<file path="config.mk">
export PLATFORM = sky130hd
export DESIGN_NAME = clk_divider
export DESIGN_NICKNAME = d
export VERILOG_FILES = /design/src/rtl/clk_divider.sv
export SDC_FILE = /design/constraint.sdc
export NUM_CORES = 1
export LEC_CHECK = 0
export ABC_CLOCK_PERIOD_IN_PS = 4180
export CAP_MARGIN = 30
export CORE_MARGIN = 2
export CORE_UTILIZATION = 36
export DETAILED_ROUTE_END_ITERATION = 7
export GPL_TIMING_DRIVEN = 0
export PLACE_DENSITY = 0.62
export SLEW_MARGIN = 20
export SYNTH_ARGS = -nofsm -noshare
export SYNTH_HDL_FRONTEND = slang
export SYNTH_SLANG_ARGS = --single-unit
export TNS_END_PERCENT = 1
</file>
<file path="constraint.sdc">
create_clock -name clk -period 4.18 [get_ports clk]
set_input_delay 1.045 -clock clk [delete_from_list [all_inputs] [get_ports clk]]
set_output_delay 1.045 -clock clk [all_outputs]
set_load 0.005 [all_outputs]
</file>
<file path="src/rtl/clk_divider.sv">
// clk_divider: fixed-ratio clock divider with an exact 50% duty cycle.
//   DIV   - division ratio, 2..65535
//   CW    - counter width, 2**CW must cover DIV
// Ports:
//   clk     - reference clock
//   reset   - asynchronous active-low reset
//   clk_out - divided clock, f(clk)/DIV
// Even DIV drives clk_out straight from a posedge flop. Odd DIV ORs that flop
// with a negedge copy of itself, stretching the high phase by half a period.
module clk_divider #(
    parameter int unsigned DIV = 10,
    parameter int unsigned CW  = 16
) (
    input  logic clk,
    input  logic reset,
    output logic clk_out
);

    // Posedge flop is high for count values HI..DIV-1.
    localparam int unsigned HI  = (DIV + 1) / 2;
    localparam bit          ODD = (DIV % 2) == 1;

    // Elaboration-time parameter checks.
    if (DIV < 2 || DIV > 65535) begin : g_bad_div
        $error("clk_divider: DIV=%0d outside 2..65535", DIV);
    end
    if ((64'd1 << CW) < 64'(DIV)) begin : g_bad_cw
        $error("clk_divider: CW=%0d too narrow for DIV=%0d", CW, DIV);
    end

    logic [CW-1:0] cnt_q;
    logic [CW-1:0] cnt_next;
    logic          pos_d;
    logic          pos_q;

    // Next count with wrap after DIV-1, and the posedge phase decode.
    always_comb begin
        cnt_next = cnt_q + CW'(1);
        if (cnt_q == CW'(DIV - 1)) begin
            cnt_next = '0;
        end
        pos_d = (cnt_next >= CW'(HI));
    end

    // Edge counter and posedge phase flop.
    always_ff @(posedge clk or negedge reset) begin
        if (!reset) begin
            cnt_q <= '0;
            pos_q <= 1'b0;
        end else begin
            cnt_q <= cnt_next;
            pos_q <= pos_d;
        end
    end

    if (ODD) begin : g_odd
        logic neg_q;

        // Half-period delayed copy; pos_q falls while neg_q is still high,
        // so the OR below never glitches.
        always_ff @(negedge clk or negedge reset) begin
            if (!reset) begin
                neg_q <= 1'b0;
            end else begin
                neg_q <= pos_q;
            end
        end

        assign clk_out = pos_q | neg_q;
    end else begin : g_even
        assign clk_out = pos_q;
    end

endmodule

</file>
==> results.md, run 1 <==
- Top Family by Delay on Critical Path: buffers and inverters
- Crit-path max cell delay: 490 ps
- Die Y: 57.0 um
- Reg2reg end: clk_out$_DFF_PN0_
- Final ANT Viol Nets: 0
- Slowest stage cell, crit path: clkdlybuf4s50_1
- Clock Latency Late Sink: 300 ps
- Final Hold Fails: 0
- CTS H-tree lvls: 1
- Vias: 726
- Buf/Inv on CP: 1
- Vias in the first global route: 716
- Synth Flop Type: dfrtp_1
- Die width: 57.0 um
- IO Count: 3
- Cell Chain, Critical Path: clkdlybuf4s50_1
- Post-DR vias/cell: 5.54
- PD cells: 237 nW/um^2
- Final Setup Violations: 0
- Core area: 2710 um^2
- Worst path depth: 1
- CTS tree: built
- Worst R2R Setup Slack: 2270 ps
- Final setup TNS: 0 ps
- Clk root buf: clkbuf_4
- Row count: 19
- Hold-fix buffers, CTS: 0
- Final RePlAce weighted congestion: 0.848
- WL/cell: 13.8 um
- Mapped Avg Cell Area: 10.8 um^2
- Largest net degree at the start of global routing: 18
- CP Capture Point: clk_out
- Total gr overflow: 0
- Die area: 3250 um^2
- Initial DRC count: 16
- Required time of the worst setup path: 3130 ps
- Post-layout worst setup margin: 2010 ps
- Status: finished clean
- Max_slew headroom: 45.4%
- Inserted Clock Buffers: 3
- RSZ-0062 raised after global routing: no
- Max Slew Vio Count: 0
- Initial antenna violation count: 0
- Ratio of cells with drive above 1 in the final layout: 18.0%
- Crit path from: clk_out$_DFF_PN0_
- Worst hold path type: reg2reg
- Clock-pin slew on the worst setup and hold paths: 100 ps
- Routed WL: 1.81 mm
- First-pass iteration count of the detailed router: 4
- # clock sinks: 17
- Cell area after technology mapping: 1010 um^2
- Fmax: 462 MHz
- # DRC: 0
- Seq/Total Area, Yosys: 42.0%
- Slew @ Worst Pin: 816 ps
- Max cap viols: 0
- Synth unique cells: 30
- Crit path DAT: 1120 ps
- Tmin final: 2170 ps
- Layout overhead on the synthesized area: 8.41%
- Post-synth EDFFs: 0
- Clk_skew: 5.68 ps
- Clock Path Buffers: 2
- Diodes inserted: 0
- Static Leak: 0.499 nW
- VDD IR-drop max: 0.000136 V
- Mapped Cells: 94
- CP Max Fanout: 1
- Hpwl dp: 1.24 mm
- Initial core utilization: 37.3%
- Global-route wire length before repair: 3.29 mm
- Nets@finish: 105
- Buffers added on ports: 2
- Setup crit start kind: register
- Yosys Warn Count: 0
- Critical path class: reg2out
- GRT Util Overall: 12.9%
- Final period utilization: 51.8%
- CTS resizes: 0
- Post-CTS Setup Bufs: 0
- Synth Net Count: 98
- Post-placement setup slack: 2100 ps
- Reg2Reg Launch Point: cnt_q[0]$_DFF_PN0_
- R2R depth: 6
- Ys async rst share: 100%
- Number of synthesized register bits: 17
- Endpoint type of the worst setup path: output port
-- worst register-to-register path, cell delays in order, from the launching register on --
cell and delay [ps]:
dfrtp_1 480, ha_1 290, nand3_1 170, nor2_1 310, nand4_1 170, a221oi_2 240
nand4_1 130
-- final cells by class --
class | count | area [um^2]
buffer | 6 | 67.6
fill | 286 | 1610
sequential | 17 | 425
clock buffer | 4 | 26.3
tap | 31 | 38.8
inverter | 3 | 11.3
multi-input combinational | 68 | 508
timing repair buffer | 2 | 20.0
-- kinds of logic (layout without fill, tap and decap cells) --
logic type,after synthesis,after routing,share of synthesized area (%)
buffers and inverters,9,15,7.79
DFF,17,17,42.0
xor gates and xnor gates,14,14,12.1
and+or+nand+nor,40,40,26.7
muxes,1,1,1.11
adders and majority gates,2,2,2.47
AOI/OAI and AO/OA,11,11,7.79
-- worst min path at each step --
stage,cells after the start,from,endpoint
after floorplan,1,cnt_q[15]$_DFF_PN0_,cnt_q[15]$_DFF_PN0_
final,1,cnt_q[15]$_DFF_PN0_,cnt_q[15]$_DFF_PN0_
after global routing,1,cnt_q[15]$_DFF_PN0_,cnt_q[15]$_DFF_PN0_
after detailed placement,1,cnt_q[15]$_DFF_PN0_,cnt_q[15]$_DFF_PN0_
after global placement,1,cnt_q[15]$_DFF_PN0_,cnt_q[15]$_DFF_PN0_
after CTS,1,cnt_q[15]$_DFF_PN0_,cnt_q[15]$_DFF_PN0_
-- stage by stage --
step	instances	power (mW)	utilization [%]	hold slack [ps]	area, um^2
3_3_place_gp	127	0.172	39.5	524	1070
4_1_cts	131	0.263	40.5	538	1100
2_1_floorplan	94	0.168	-	490	1010
3_5_place_dp	127	0.172	39.5	514	1070
5_1_grt	131	0.274	40.5	572	1100
6_report	131	0.260	40.5	535	1100
-- Yosys cell counts, types with 2 or more instances --
cell type	n	share of area, %
a31oi_1	3	1.9
and4_1	2	1.7
buf_6	6	6.7
dfrtp_1	17	42
ha_1	2	2.5
inv_1	3	1.1
nand2_1	6	2.2
nand3_1	5	2.5
nand4_1	3	1.9
nor2_1	8	3.0
nor3_1	4	2.0
nor4_1	2	1.2
nor4_2	2	2.5
o21ai_0	3	1.5
xnor2_1	8	6.9
xor2_1	6	5.2
-- registers in the layout, indices dropped and copies added (netlist names) --
signal and count:
clk_out 1, cnt_q 16
-- layer usage --
metal / track usage (%) / share of wire (%) / vias to the layer above
li1: - / - / 349
met2: 19.5 / 45 / 11
met3: 2.95 / 2.8 / 5
met1: 18.5 / 50 / 361
met4: 3.99 / 1.6 / 0
met5: 0 / 0 / -
-- placed cells by master, fill, tap and decap left out, types with 2 or more instances in the layout --
cell	Yosys	final
a31oi_1	3	3
and4_1	2	2
buf_6	6	6
clkbuf_4	0	3
clkdlybuf4s50_1	0	2
dfrtp_1	17	17
ha_1	2	2
inv_1	3	3
nand2_1	6	6
nand3_1	5	5
nand4_1	3	3
nor2_1	8	8
nor3_1	4	4
nor4_1	2	2
nor4_2	2	2
o21ai_0	3	3
xnor2_1	8	8
xor2_1	6	6
-- power by group --
group | switching (mW) | total (mW) | internal [mW]
sequential | 0 | 0.164 | 0.164
combinational | 0.00331 | 0.00413 | 0.000819
clock | 0.0544 | 0.0916 | 0.0372
total | 0.0577 | 0.260 | 0.202
No activity file was read; power rests on OpenSTA's default activity.
==> run 2, diff against run 1 <==
- ABC_CLOCK_PERIOD_IN_PS: 4180 -> 2000
- clock period: 4.18 -> 2 ns (I/O delays scaled with it)
==> run 2 against run 1 <==
First-iteration DRC count rose by 13%. Flip-flop and latch count stayed put. Final cell count is the same. Worst setup slack got worse by 1900 ps. Sequential share of layout area hardly changed. Critical endpoint is now clk_out$_DFF_PN0_. Largest power group unchanged. Highest routed layer unchanged.
==> results.md, run 2 (synthesis gave the netlist of run 1 again) <==
- First-pass iteration count of the detailed router: 4
- Die area: 3250 um^2
- Most common cell after layout, fill and taps aside: dfrtp_1
- CP Capture Point: clk_out$_DFF_PN0_
- Max cap viols: 0
- Initial antenna violation count: 0
- Fmax: 538 MHz
- Placed cells: 127
- Inserted Clock Buffers: 3
- Setup crit start kind: register
- M1 wire length: 926 um
- Hold-fix buffers, CTS: 0
- GRT Util Overall: 12.9%
- Vias in the first global route: 716
- Post-DP Area: 1070 um^2
- Final period utilization: 92.9%
- Hpwl dp: 1.24 mm
- Routed wl met3: 43 um
- Initial core utilization: 37.3%
- Final Instance Area: 1100 um^2
- PD cells: 495 nW/um^2
- CTS resizes: 0
- RSZ-0062 raised after global routing: no
- Final ANT Viol Nets: 0
- Clock-pin slew on the worst setup and hold paths: 110 ps
- Met2 Wirelength: 829 um
- Endpoint type of the worst setup path: register
- Reg2Reg Launch Point: cnt_q[0]$_DFF_PN0_
- CTS tree: built
- Routed WL: 1.82 mm
- Post-DR vias/cell: 5.43
- Worst hold path type: reg2reg
- Critical path class: reg2reg
- R2R depth: 6
- # clock sinks: 17
- Core area: 2710 um^2
- Max_slew headroom: 45.7%
- Final RePlAce weighted congestion: 0.848
- Global-route wire length before repair: 3.29 mm
- Crit path DAT: 2030 ps
- VDD IR-drop max: 0.000286 V
- Crit path from: cnt_q[0]$_DFF_PN0_
- Post-CTS Setup Bufs: 0
- Total gr overflow: 0
- Final Hold Fails: 0
- Row count: 19
- IO Count: 3
- Die Y: 57.0 um
- CP Max Fanout: 6
- Slew @ Worst Pin: 812 ps
- Clock Path Buffers: 2
- Vias: 711
- Clk root buf: clkbuf_4
- Buffers added on ports: 2
- Ratio of cells with drive above 1 in the final layout: 20.0%
- Reg with most FFs: cnt_q
- Worst R2R Setup Slack: 140 ps
- Clk_skew: 7.21 ps
- Static Leak: 0.499 nW
- Max Slew Vio Count: 0
- Reg2reg end: clk_out$_DFF_PN0_
- Diodes inserted: 0
- WL/cell: 13.9 um
- Final Setup Violations: 0
- Post-Layout Cell Count: 131
- Die width: 57.0 um
- # DRC: 0
- Max FFs per register: 16
- Largest net degree at the start of global routing: 18
- Required time of the worst setup path: 2170 ps
- Final setup TNS: 0 ps
- Tmin final: 1860 ps
- Highest metal used: met4
- Layout overhead on the synthesized area: 8.78%
- Nets@finish: 105
- CTS H-tree lvls: 1
- Initial DRC count: 18
- Status: finished clean
- Highest-count cells in the layout ignoring fill and taps: 16 x dfrtp_1, 8 x xnor2_1, 7 x nor2_1
- Clock Latency Late Sink: 300 ps
## run 2: cell types whose count changed in the layout (fill, tap and decap cells not counted)
cell / previous run / this run
dfrtp_1: 17 / 16
dfrtp_2: 0 / 1
nor2_1: 8 / 7
nor2_2: 0 / 1
## run 2: cell type report
| type | instances | area [um^2] |
|---|---|---|
| inverters | 3 | 11.3 |
| multi-input cells | 68 | 510 |
| clock buffers | 4 | 26.3 |
| fillers | 285 | 1610 |
| plain buffers | 6 | 67.6 |
| well taps | 31 | 38.8 |
| repair buffers | 2 | 20.0 |
| flip-flops and latches | 17 | 427 |
## run 2: power breakdown
group	internal, mW	leakage (nW)	switching, mW
registers	0.344	0.223	0
logic	0.00171	0.260	0.00688
clock network	0.0776	0.0150	0.115
total	0.423	0.499	0.122
## run 2: worst min path at each step
stage	startpoint	endpoint	slack [ps]	cells after the start
2_1_floorplan	reset	clk_out$_DFF_PN0_	200	0
3_3_place_gp	cnt_q[15]$_DFF_PN0_	cnt_q[15]$_DFF_PN0_	520	1
3_5_place_dp	cnt_q[15]$_DFF_PN0_	cnt_q[15]$_DFF_PN0_	510	1
4_1_cts	cnt_q[15]$_DFF_PN0_	cnt_q[15]$_DFF_PN0_	540	1
5_1_grt	cnt_q[0]$_DFF_PN0_	cnt_q[0]$_DFF_PN0_	560	1
6_report	cnt_q[0]$_DFF_PN0_	cnt_q[0]$_DFF_PN0_	530	1
## run 2: layer usage
layer,vias to the layer above,GRT usage [%]
met2,6,19.5
met4,0,3.99
met5,-,0
li1,347,-
met3,4,2.95
met1,354,18.5
## run 2: stage by stage
step                      setup WS, ps  utilization [%]  hold slack (ps)  total power [mW]
after floorplan                    273                -              204             0.350
after global placement             119             39.5              524             0.359
after detailed placement           134             39.5              514             0.359
after CTS                         90.4             40.5              538             0.549
final                              141             40.6              529             0.545
after global routing              17.5             40.6              565             0.572
## run 2: critical path: stages, from the launching register on
cell and delay [ps]:
dfrtp_2 470, ha_1 280, nand3_1 200, nor2_2 100
a211o_2 350, a221oi_2 230, nand4_1 130
==> RTL edit 1 (settings of run 2) <==
Set the parameter `CW` to 15 (it was 16).
--- a/src/rtl/clk_divider.sv
+++ b/src/rtl/clk_divider.sv
@@ -9,7 +9,7 @@
 // with a negedge copy of itself, stretching the high phase by half a period.
 module clk_divider #(
     parameter int unsigned DIV = 10,
-    parameter int unsigned CW  = 16
+    parameter int unsigned CW  = 15
 ) (
     input  logic clk,
     input  logic reset,
Behaviour: no difference found for any inputs over 10 cycles, from zero or initial values and one cycle with reset low; that may be too few to reach the edited logic, so the function may still have changed.
==> RTL edit 1 against run 2 <==
  * Total power decreased by 8.9%
  * Setup slack improved by 0.029 ns
  * Final area decreased by 11%
  * Clock power decreased by 14%
  * Area after synthesis decreased by 11%
  * Sequential cell count decreased by 1
  * Wire length decreased by 14%
  * Die area decreased by 10%
  * Count of clock-buffer cells in the layout decreased by 1
  * Critical path type unchanged
==> RTL edit 1: results (changes against run 2) <==
outcome complete, no violations; Clk pin slew, worst setup/hold paths 0.09 ns (-0.02 ns); Signal inverters 1 (-2); Final #Nets 96 (-8.6%); CP max stage cell dfrtp_1; Internal 0.000395 W (-6.6%); Post-DP HPWL 1150 microns (-6.9%); vias in the first global route 615 (-14%); Clock Skew 0.00327 ns (-0.00395 ns); multi-input gates 65 (-4.4%); Yosys cell types 35 (+17%); Switching Fraction 20.4% (-2.0 points); CTS Buffer Depth 2 (unchanged); top cells by area, synth dfrtp_1 45%, xnor2_1 7.8%, xor2_1 4.9%, nor2_1 2.9%, and4_1 2.9%; Area after DPL 956 sq um (-11%); pre-CTS setup slack 0.195 ns (+0.0607 ns); crit path max fanout 9 (+3); sequential cell area share 40.9% (+2.2 points); GRT Util Overall 14.3% (+1.3 points); CP arrival 1.99 ns (-0.04 ns); first-pass GRT wire length 2840 microns (-14%); GR Util met1 18.6% (+0.042 points); M3 GR Usage 2.50% (-0.45 points); Fill cells 244 (-14%); # clk buffers 3 (-1); routing usage on met2 20.5% (+0.99 points); XOR/XNOR Fraction of Synth Area 12.7% (+0.56 points); worst slew pin tran 0.698 ns (-0.114 ns); post-synthesis adder-cell area fraction 2.79% (+0.31 points); sequential share of the synthesized area 44.6% (+2.5 points); Layout non-clock buf frac 4.35% (-3.6 points); drt wl/cell 13.1 microns (-6.2%); GP Congestion 0.814 (-4.0%); Crit path max-delay family simple AND/OR/NAND/NOR gates; Syn Inst Count 85 (-9.6%); FF+latch count 16 (-1); Clock Network Area Fraction 2.30% (-0.085 points); Synth top cells by count 16 x dfrtp_1, 8 x xnor2_1, 7 x nor2_1; Synth Area in Compound Gates 5.57% (-2.2 points); Static Leak 0.446 nW (-11%); area occupied by multi-input gates 472 sq um (-7.6%); fin cells 120 (-8.4%)
-- RTL edit 1: worst paths after layout --
| kind | start | end | cells past startpoint | slack, ns |
|---|---|---|---|---|
| max reg2reg | cnt_q[0] | clk_out | 6 | 0.17 |
| min | cnt_q[11] | cnt_q[11] | 1 | 0.50 |
| min in group asynchronous | reset | cnt_q[7] | 1 | 0.63 |
| max in group asynchronous | reset | cnt_q[12] | 1 | 0.93 |
| max | cnt_q[0] | clk_out | 6 | 0.17 |
| min reg2reg | cnt_q[11] | cnt_q[11] | 1 | 0.50 |
-- RTL edit 1: kinds of logic (layout without fill, tap and decap cells) --
| group | Yosys count | after routing |
|---|---|---|
| and+or+nand+nor | 41 | 41 |
| DFF | 16 | 16 |
| xor gates and xnor gates | 13 | 13 |
| AOI/OAI and AO/OA | 8 | 8 |
| buffers and inverters | 4 | 9 |
| adders and majority gates | 2 | 2 |
| muxes | 1 | 1 |
==> RTL edit 2 (flow settings as in run 2) <==
Without the edit above. Make the reset (`reset`) synchronous in 2 clocked blocks. Comments in the files are not updated.
--- a/src/rtl/clk_divider.sv
+++ b/src/rtl/clk_divider.sv
@@ -43,7 +43,7 @@
     end
 
     // Edge counter and posedge phase flop.
-    always_ff @(posedge clk or negedge reset) begin
+    always_ff @(posedge clk) begin
         if (!reset) begin
             cnt_q <= '0;
             pos_q <= 1'b0;
@@ -58,7 +58,7 @@
 
         // Half-period delayed copy; pos_q falls while neg_q is still high,
         // so the OR below never glitches.
-        always_ff @(negedge clk or negedge reset) begin
+        always_ff @(negedge clk) begin
             if (!reset) begin
                 neg_q <= 1'b0;
             end else begin
Behaviour: differs if reset is asserted again (counterexample within 10 cycles, from zero or initial values and one cycle with reset low); with reset held inactive, the same outputs for 10 cycles.
==> RTL edit 2 against run 2 <==
  * Sequential cell count stayed put
  * Clock skew is 0.0027 ns lower
  * Final area is 1.3% lower
  * Largest cell class unchanged
  * Count of clock-buffer cells in the layout is 1 lower
  * Area after synthesis is 3.7% lower
  * Wire length is 4.5% higher
  * Setup slack better by 0.056 ns
Power is not compared: it rests on default switching activity, and its combinational part moved more than twofold at a synthesized area within 25%.
==> RTL edit 2: results (changes against run 2) <==
start of the worst register-to-register path cnt_q[0]; final WL 1910 microns (+4.5%); Fill cells 271 (-4.9%); # clk buffers 3 (-1); CP arrival 1.99 ns (-0.04 ns); mux contribution to synthesized area 2.57% (+1.5 points); Yosys cell types 36 (+20%); fraction of area in multi-input gates 56.0% (+9.7 points); Synth top cells by count 18 x nor2_1, 17 x dfxtp_1, 11 x nand2_1; first-pass GRT wire length 3250 microns (-1.3%); Layout non-clock buf frac 5.41% (-2.5 points); FF-to-FF End clk_out; setup bufs post-CTS 2 (+2); async set-reset flop share out of synthesis 0% (-100 points); routed length on met2 860 microns (+3.7%); post-synthesis adder-cell area fraction 2.57% (+0.095 points); post-CTS resize count 1 (+1); Non-clk bufs 9 (+1); Area after DPL 0.00103 sq mm (-3.6%); pre-CTS setup slack -0.161 ns (-0.295 ns); Layout Utilization 43.1% (+2.5 points); fmax 0.555 GHz (+3.1%); WHS 0.509 ns (-0.0200 ns); worst slew pin tran 0.426 ns (-0.386 ns); Clk pin slew, worst setup/hold paths 0.10 ns; Clock Network Area Fraction 2.53% (+0.15 points); top cells by area, synth dfxtp_1 35%, xor2_1 7.2%, nor2_1 6.9%, xnor2_1 5.4%, nand2_1 4.2%; Final #Nets 127 (+21%); Hold EP cnt_q[0]; r2r setup slk 0.20 ns (+0.06 ns); FF/Latch Area 343 sq um (-20%); outcome complete, no violations; multi-input gates 89 (+31%); vias in the first global route 734 (+2.5%); post-synthesis net count 118 (+20%); GP Congestion 0.783 (-7.7%); sequential share of the synthesized area 34.9% (-7.1 points); M3 GR Usage 3.02% (+0.075 points); XOR/XNOR Fraction of Synth Area 12.6% (+0.47 points); Clock Skew 0.00448 ns (-0.00273 ns); pin count of the biggest net entering global routing 11 (-7); layout cells sized above 1 19.7% (-0.33 points); met3 wire len 67 microns (+56%); DRT met1 WL 933 microns (+0.76%); Synth Area in Compound Gates 8.86% (+1.1 points); placed cell count 146 (+15%); Signal inverters 3 (unchanged); Post-DP HPWL 1360 microns (+9.6%); drt wl/cell 12.5 microns (-9.9%); Syn Inst Count 114 (+21%); critical hold path startpoint cnt_q[0]; routing usage on met2 20.3% (+0.80 points); via count 831 (+17%); GRT Util Overall 13.2% (+0.31 points); crit path max fanout 8 (+2); GR Util met1 17.1% (-1.5 points)
[RTL edit 2: changes by cell type in the layout (fill, tap and decap cells not counted), moves of 3 or more]
cell     before  now
buf_2         0    3
dfxtp_1       0   15
dfrtp_1      16    0
nand2_1       6   10
nor2_1        7   18
nand3_1       5    2
buf_6         6    0
a31oi_1       3    0
[RTL edit 2: kinds of logic (layout without fill, tap and decap cells)]
logic type,count (synthesis),in the layout
compound gates,12,12
flops,17,17
xor+xnor,14,14
mux,2,2
simple gates,59,59
buf+inv,8,16
fa+ha+maj,2,2
[RTL edit 2: report_power, final]
group	switching, W	total (W)	internal, W
Clock	0.000119	0.000194	0.0000747
Combinational	0.0000240	0.0000414	0.0000174
Sequential	0.00000742	0.000353	0.000345
[RTL edit 2: worst max-delay path: stages (launching register included)]
cell and delay [ns]:
dfxtp_2 0.41, ha_2 0.28, and3_1 0.26, and3_2 0.22, nand2_1 0.06, a221oi_1 0.31
a41oi_2 0.15
